[src/rtl/ondra_mem_pkg.sv]
// Shared types for the Ondra SDRAM arbiter: FSM states, transfer owners and the
// VRAM window base used to place video fetches in the SDRAM map.
package ondra_mem_pkg;

   typedef enum logic [1:0] {
      IDLE,
      ISSUE,
      WAIT_ACK,
      DONE
   } arb_state_t;

   typedef enum logic [1:0] {
      OWN_VID,
      OWN_LDR,
      OWN_CPU
   } owner_t;

   localparam logic [1:0] VRAM_BASE = 2'b11;

endpackage

[src/rtl/ondra_arb_prio.sv]
// Winner select for the SDRAM port (video > loader > CPU) with a burst counter
// that hands the CPU a turn after VID_BURST_MAX video grants while it waits.
module ondra_arb_prio
   import ondra_mem_pkg::*;
#(
   parameter int VID_BURST_MAX = 4
)(
   input  logic       clk_sys,
   input  logic       reset,
   input  logic       vid_req_i,
   input  logic       ldr_req_i,
   input  logic       cpu_req_i,
   input  logic       sample_i,
   output logic       grant_o,
   output logic [1:0] owner_o
);

   localparam logic [3:0] BURST_LIM = 4'(VID_BURST_MAX);

   logic [3:0] burst_q, burst_d;
   owner_t     win;

   always_comb begin
      win     = OWN_CPU;
      grant_o = vid_req_i | ldr_req_i | cpu_req_i;
      burst_d = burst_q;

      if (cpu_req_i && (burst_q == BURST_LIM)) begin
         win = OWN_CPU;
      end else if (vid_req_i) begin
         win = OWN_VID;
      end else if (ldr_req_i) begin
         win = OWN_LDR;
      end

      // Only video grants made while the CPU is stalled count towards its turn.
      if (!cpu_req_i) begin
         burst_d = '0;
      end else if (sample_i) begin
         if (win == OWN_CPU) begin
            burst_d = '0;
         end else if ((win == OWN_VID) && (burst_q != 4'hF)) begin
            burst_d = burst_q + 4'd1;
         end
      end

      owner_o = win;
   end

   always_ff @(posedge clk_sys or posedge reset) begin
      if (reset) begin
         burst_q <= '0;
      end else begin
         burst_q <= burst_d;
      end
   end

endmodule

[src/rtl/ondra_mem_arbiter.sv]
// Ondra SDRAM byte-port arbiter: one transfer at a time, IDLE->ISSUE->WAIT_ACK->DONE.
// Optional transfer statistics are built when ONDRA_ARB_STATS_EN is defined.
module ondra_mem_arbiter
   import ondra_mem_pkg::*;
#(
   parameter int ADDR_W        = 23,
   parameter int VID_BURST_MAX = 4,
   parameter int ACK_TIMEOUT   = 255
)(
   input  logic              clk_sys,
   input  logic              reset,
   input  logic              vid_req_i,
   input  logic [13:0]       vid_addr_i,
   output logic              vid_ack_o,
   output logic [7:0]        vid_dout_o,
   input  logic              ldr_req_i,
   input  logic [ADDR_W-1:0] ldr_addr_i,
   input  logic [7:0]        ldr_din_i,
   output logic              ldr_ack_o,
   input  logic              cpu_req_i,
   input  logic              cpu_we_i,
   input  logic [15:0]       cpu_addr_i,
   input  logic [7:0]        cpu_din_i,
   output logic [7:0]        cpu_dout_o,
   output logic              cpu_ack_o,
   output logic              cpu_wait_n_o,
   output logic              mem_req_o,
   output logic              mem_we_o,
   output logic [ADDR_W-1:0] mem_addr_o,
   output logic [7:0]        mem_din_o,
   input  logic              mem_ack_i,
   input  logic [7:0]        mem_dout_i,
   output logic              err_timeout_o
`ifdef ONDRA_ARB_STATS_EN
   ,
   input  logic              stat_clr_i,
   output logic [15:0]       stat_cpu_stall_o,
   output logic [15:0]       stat_vid_grants_o
`endif
);

   localparam logic [7:0] TMO = 8'(ACK_TIMEOUT);

   arb_state_t        state_q, state_d;
   owner_t            owner_q, owner_d;
   logic [ADDR_W-1:0] addr_q, addr_d;
   logic [7:0]        din_q, din_d;
   logic              we_q, we_d;
   logic [7:0]        cnt_q, cnt_d;
   logic [7:0]        vid_dout_q, vid_dout_d;
   logic [7:0]        cpu_dout_q, cpu_dout_d;
   logic              err_q, err_d;
   logic              grant;
   logic [1:0]        win_raw;
   owner_t            win;
   logic [7:0]        rdata;

   ondra_arb_prio #(
      .VID_BURST_MAX(VID_BURST_MAX)
   ) u_prio (
      .clk_sys  (clk_sys),
      .reset    (reset),
      .vid_req_i(vid_req_i),
      .ldr_req_i(ldr_req_i),
      .cpu_req_i(cpu_req_i),
      .sample_i (state_q == IDLE),
      .grant_o  (grant),
      .owner_o  (win_raw)
   );

   assign win = owner_t'(win_raw);

   always_comb begin
      state_d    = state_q;
      owner_d    = owner_q;
      addr_d     = addr_q;
      din_d      = din_q;
      we_d       = we_q;
      cnt_d      = cnt_q;
      vid_dout_d = vid_dout_q;
      cpu_dout_d = cpu_dout_q;
      err_d      = err_q;
      // An aborted transfer returns 0xFF to its owner in place of real data.
      rdata      = mem_ack_i ? mem_dout_i : 8'hFF;

      case (state_q)
         IDLE: begin
            if (grant) begin
               state_d = ISSUE;
               owner_d = win;
               case (win)
                  OWN_VID: begin
                     addr_d = ADDR_W'({VRAM_BASE, vid_addr_i});
                     we_d   = 1'b0;
                     din_d  = 8'h00;
                  end
                  OWN_LDR: begin
                     addr_d = ldr_addr_i;
                     we_d   = 1'b1;
                     din_d  = ldr_din_i;
                  end
                  default: begin
                     addr_d = ADDR_W'(cpu_addr_i);
                     we_d   = cpu_we_i;
                     din_d  = cpu_din_i;
                  end
               endcase
            end
         end
         ISSUE: begin
            cnt_d   = 8'd0;
            state_d = WAIT_ACK;
         end
         WAIT_ACK: begin
            if (mem_ack_i || (cnt_q == TMO)) begin
               state_d = DONE;
               if (!mem_ack_i) begin
                  err_d = 1'b1;
               end
               if (owner_q == OWN_VID) begin
                  vid_dout_d = rdata;
               end else if (owner_q == OWN_CPU) begin
                  cpu_dout_d = rdata;
               end
            end else begin
               cnt_d = cnt_q + 8'd1;
            end
         end
         default: begin
            state_d = IDLE;
         end
      endcase
   end

   always_ff @(posedge clk_sys or posedge reset) begin
      if (reset) begin
         state_q    <= IDLE;
         owner_q    <= OWN_VID;
         addr_q     <= '0;
         din_q      <= 8'h00;
         we_q       <= 1'b0;
         cnt_q      <= 8'd0;
         vid_dout_q <= 8'h00;
         cpu_dout_q <= 8'h00;
         err_q      <= 1'b0;
      end else begin
         state_q    <= state_d;
         owner_q    <= owner_d;
         addr_q     <= addr_d;
         din_q      <= din_d;
         we_q       <= we_d;
         cnt_q      <= cnt_d;
         vid_dout_q <= vid_dout_d;
         cpu_dout_q <= cpu_dout_d;
         err_q      <= err_d;
      end
   end

   assign mem_req_o     = (state_q == ISSUE);
   assign mem_we_o      = we_q;
   assign mem_addr_o    = addr_q;
   assign mem_din_o     = din_q;
   assign vid_ack_o     = (state_q == DONE) && (owner_q == OWN_VID);
   assign ldr_ack_o     = (state_q == DONE) && (owner_q == OWN_LDR);
   assign cpu_ack_o     = (state_q == DONE) && (owner_q == OWN_CPU);
   assign vid_dout_o    = vid_dout_q;
   assign cpu_dout_o    = cpu_dout_q;
   assign err_timeout_o = err_q;
   // Releases in the ack cycle itself so the Z80 sees data and resumes together.
   assign cpu_wait_n_o  = ~cpu_req_i | cpu_ack_o;

`ifdef ONDRA_ARB_STATS_EN
   logic [15:0] stall_q, vgrant_q;

   always_ff @(posedge clk_sys or posedge reset) begin
      if (reset) begin
         stall_q  <= 16'h0000;
         vgrant_q <= 16'h0000;
      end else if (stat_clr_i) begin
         stall_q  <= 16'h0000;
         vgrant_q <= 16'h0000;
      end else begin
         if (!cpu_wait_n_o && (stall_q != 16'hFFFF)) begin
            stall_q <= stall_q + 16'd1;
         end
         if ((state_q == IDLE) && grant && (win == OWN_VID) && (vgrant_q != 16'hFFFF)) begin
            vgrant_q <= vgrant_q + 16'd1;
         end
      end
   end

   assign stat_cpu_stall_o  = stall_q;
   assign stat_vid_grants_o = vgrant_q;
`endif

endmodule

[config.mk]
export PLATFORM = sky130hd
export DESIGN_NAME = ondra_mem_arbiter
export DESIGN_NICKNAME = d
export VERILOG_FILES = /design/src/rtl/ondra_mem_pkg.sv /design/src/rtl/ondra_arb_prio.sv /design/src/rtl/ondra_mem_arbiter.sv
export SDC_FILE = /design/constraint.sdc
export NUM_CORES = 1
export LEC_CHECK = 0
export ABC_AREA = 1
export CELL_PAD_IN_SITES_DETAIL_PLACEMENT = 1
export CELL_PAD_IN_SITES_GLOBAL_PLACEMENT = 2
export CORE_MARGIN = 5
export CORE_UTILIZATION = 26
export DETAILED_ROUTE_END_ITERATION = 16
export GPL_TIMING_DRIVEN = 0
export PLACE_DENSITY_LB_ADDON = 0.08
export SYNTH_ARGS = -nofsm -noshare
export SYNTH_HDL_FRONTEND = slang
export SYNTH_SLANG_ARGS = --single-unit
export TNS_END_PERCENT = 100
[constraint.sdc]
create_clock -name clk_sys -period 3.3 [get_ports clk_sys]
set_input_delay 0.825 -clock clk_sys [delete_from_list [all_inputs] [get_ports clk_sys]]
set_output_delay 0.825 -clock clk_sys [all_outputs]
set_load 0.01 [all_outputs]
==> flow_summary_export.csv <==
group,metric,value,unit
timing,tightest_slew,509,ps
placed_design,hpwl,9410,um
floorplanning,die_w,127,um
detailed_routing,routedWlPerCell,15.5,um
cells_and_area,drive_above_1_share,0.105,
synthesis,ys_types,26,
worst_setup_path,ff2ff_path_depth,8,
worst_setup_path,crit_path_start_kind,"primary input",
synthesis,synth_top_area_cell,"dfrtp_1",
grt,track_usage,0.154,
synthesis,synth_area_per_cell,7.69,sq um
cts,clk_path_buf_depth,2,
cts,clk_latency,340,ps
timing,finalHoldViolCount,0,
worst_setup_path,critical_path_buf_inv_count,2,
run_status,status,"finished, final reports clean",
worst_setup_path,path_max_fanout,6,
pwr,ir_drop,0.264,mV
cells_and_area,diodes,0,
detailed_routing,drt-initial-drc-count,141,
pwr,pwr_density_cell,764,nW/um^2
placed_design,place_inst,777,
floorplanning,initial_core_util,0.267,
placed_design,port_buffers,136,
synthesis,synth.top_cell.area_share,0.456,
pwr,intPower,2.67,mW
grt,first_global_vias,3899,
cells_and_area,final_cell_count_no_fill,793,
pwr,p_sw,1.53,mW
pwr,leakagePower,2.58,nW
cts,post-cts-setup-buffer-count,0,
cts,cts.repair.resized,0,
worst_setup_path,slowest_stage,"clkdlybuf4s50_1",
worst_setup_path,cp.required,2470,ps
floorplanning,io_pins,138,
cells_and_area,final_cell_mix,"182 x nand2_1, 136 x clkdlybuf4s50_1, 77 x nand3_1, 65 x dfrtp_1, 28 x inv_1",
detailed_routing,ant_nets,0,
cells_and_area,final_common_cell,"nand2_1",
cts,postCtsHoldBufs,0,
timing,fin_crit,2900,ps
pwr,pwr-share-clk,0.248,
synthesis,syn_area,3570,sq um
cells_and_area,fill_cells,1611,
worst_hold_path,hold-path-endpoint,"vid_dout_o[7]$_DFFE_PP0P_",
cts,cts_sinks,65,
timing,finalCritPeriodShare,0.878,
floorplanning,core_area,13300,sq um
floorplanning,dieArea,16200,sq um
synthesis,synthCells,464,
grt,grt_pass1_wl,20000,um
grt,antenna_found_initial,0,
detailed_routing,drc,0,
detailed_routing,vias,3649,
cts,cts.reportedPaths.clkPinSlew,60,ps
cells_and_area,finalNetCount,703,
worst_hold_path,min_from,"vid_dout_o[7]$_DFFE_PP0P_",
detailed_routing,viasPerCell,4.60,
worst_hold_path,hold_path_depth,2,
cells_and_area,seqCellArea,1630,sq um
synthesis,ys_ff_latch,65,
grt,grt_max_degree,66,
timing,finalSetupViolations,0,
pwr,fin_total_pwr,4.20,mW
grt,grt-ovfl-total,0,
worst_setup_path,r2r_start,"state_q[0]$_DFFE_PP0P_",
detailed_routing,drt_wl_total,12300,um
worst_setup_path,crit_path_frequent_cell,"clkdlybuf4s50_1",
cells_and_area,syn_to_final_growth,54.1,%
synthesis,synth_area_leaders,"dfrtp_1 46%, nand2_1 19%, nand3_1 11%",
worst_setup_path,slowest_delay,600,ps
cts,numCtsBuffers,9,
worst_setup_path,path_cells,"clkdlybuf4s50_1, o21ai_0, clkdlybuf4s50_1",
worst_hold_path,hold_path_class,"reg2reg",
timing,fmax,345,MHz
worst_setup_path,cp-startpoint,"cpu_req_i",
worst_setup_path,cpLargestDelayFamily,"buffers and inverters",
detailed_routing,firstDrtPassIters,4,
synthesis,seq_area_frac_synth,0.456,
flow_run,maxCapViolCount,0,
floorplanning,fp-row-count,42,
placed_design,routabilityCongestion,0.765,
pwr,combPwrFrac,0.439,
floorplanning,dieHeight,127,um
worst_setup_path,cp.arrival,2070,ps
cts,cts_max_level,3,
synthesis,syn_nets,555,
cts,cts_root_buffer,"clkbuf_16",
pwr,p_seq_frac,0.313,
cells_and_area,multi_input_area,1680,sq um
timing,slew_headroom,0.661,
timing,finClkSkew,4.74,ps
worst_setup_path,r2r_setup_slack,1420,ps
worst_setup_path,crit_path_end_kind,"output pin",
timing,drv_slew,0,
timing,rsz0062_at_grt,"no",
worst_setup_path,crit_type,"in2out",
pwr,switching_share,0.364,
synthesis,ys_warn_count,0,
worst_setup_path,r2r_end,"cnt_q[4]$_DFFE_PP0P_",
cts,cts_tree,"yes",
==> flip-flops by register name, summed over array words and instances (netlist names) <==
register / count
state_q: 2
err_timeout_o: 1
mem_din_o: 8
owner_q: 2
u_prio.burst_q: 4
cpu_dout_o: 8
mem_we_o: 1
vid_dout_o: 8
cnt_q: 8
mem_addr_o: 23
==> worst max-delay path by stage <==
stage,end,slack [ps],cells after the start
2_1_floorplan,cnt_q[0]$_DFFE_PP0P_,850,1
3_3_place_gp,mem_addr_o[5]$_DFFE_PP0P_,-610,2
3_5_place_dp,cpu_wait_n_o,390,3
4_1_cts,cpu_wait_n_o,380,5
5_1_grt,cpu_wait_n_o,250,5
6_report,cpu_wait_n_o,400,3
==> synthesized netlist by cell type, drive strengths merged <==
| master | instances |
|---|---|
| ha | 7 |
| o21bai | 2 |
| nor3 | 2 |
| nand4 | 20 |
| xor2 | 2 |
| o21ai | 9 |
| buf | 20 |
| or2 | 8 |
| nor2 | 26 |
| nand2 | 188 |
| nand3 | 81 |
| inv | 32 |
| o211ai | 2 |
| dfrtp | 65 |
==> power by group through the flow <==
stage / logic (mW) / clock network, mW / registers, mW
finish: 1.84 / 1.04 / 1.31
global route: 2.04 / 1.12 / 1.36
CTS: 1.90 / 1.07 / 1.32
detailed placement: 1.89 / 0 / 1.33
global placement: 1.86 / 0 / 1.32
floorplan: 0.787 / 0 / 1.43
==> kinds of logic after synthesis <==
group	share of synthesized area
compound gates	0.0210
xor+xnor	0.00491
fa+ha+maj	0.0246
buf+inv	0.0733
flops	0.456
simple gates	0.420
==> routing by layer <==
metal	wire (um)	GRT usage
met5	0	0
met4	173	0.0517
met3	603	0.0376
met2	5870	0.253
met1	5620	0.198
==> through the flow <==
| stage | setup WS, ps | instance area (sq um) | hold slack [ps] | utilization | TNS [ps] |
|---|---|---|---|---|---|
| global placement | -609 | 5150 | 455 | 0.386 | -39380 |
| detailed placement | 387 | 5180 | 459 | 0.388 | 0 |
| finish | 404 | 5500 | 466 | 0.412 | 0 |
| CTS | 378 | 5500 | 474 | 0.412 | 0 |
| floorplan | 849 | 3570 | 492 | - | 0 |
| global route | 251 | 5500 | 494 | 0.412 | 0 |
==> cell type report <==
type | count | area share
clock inverters | 7 | 0.0171
well taps | 176 | 0.0401
plain buffers | 20 | 0.0257
multi-input cells | 347 | 0.305
repair buffers | 137 | 0.253
clock buffers | 9 | 0.0410
flip-flops and latches | 65 | 0.296
inverters | 32 | 0.0223
==> tightest hold or removal path: cells and delay by family (launching register included) <==
kind / cells / cell delay (ps)
DFF: 1 / 340
and+or+nand+nor: 2 / 90
(Power assumes the default switching activity.)
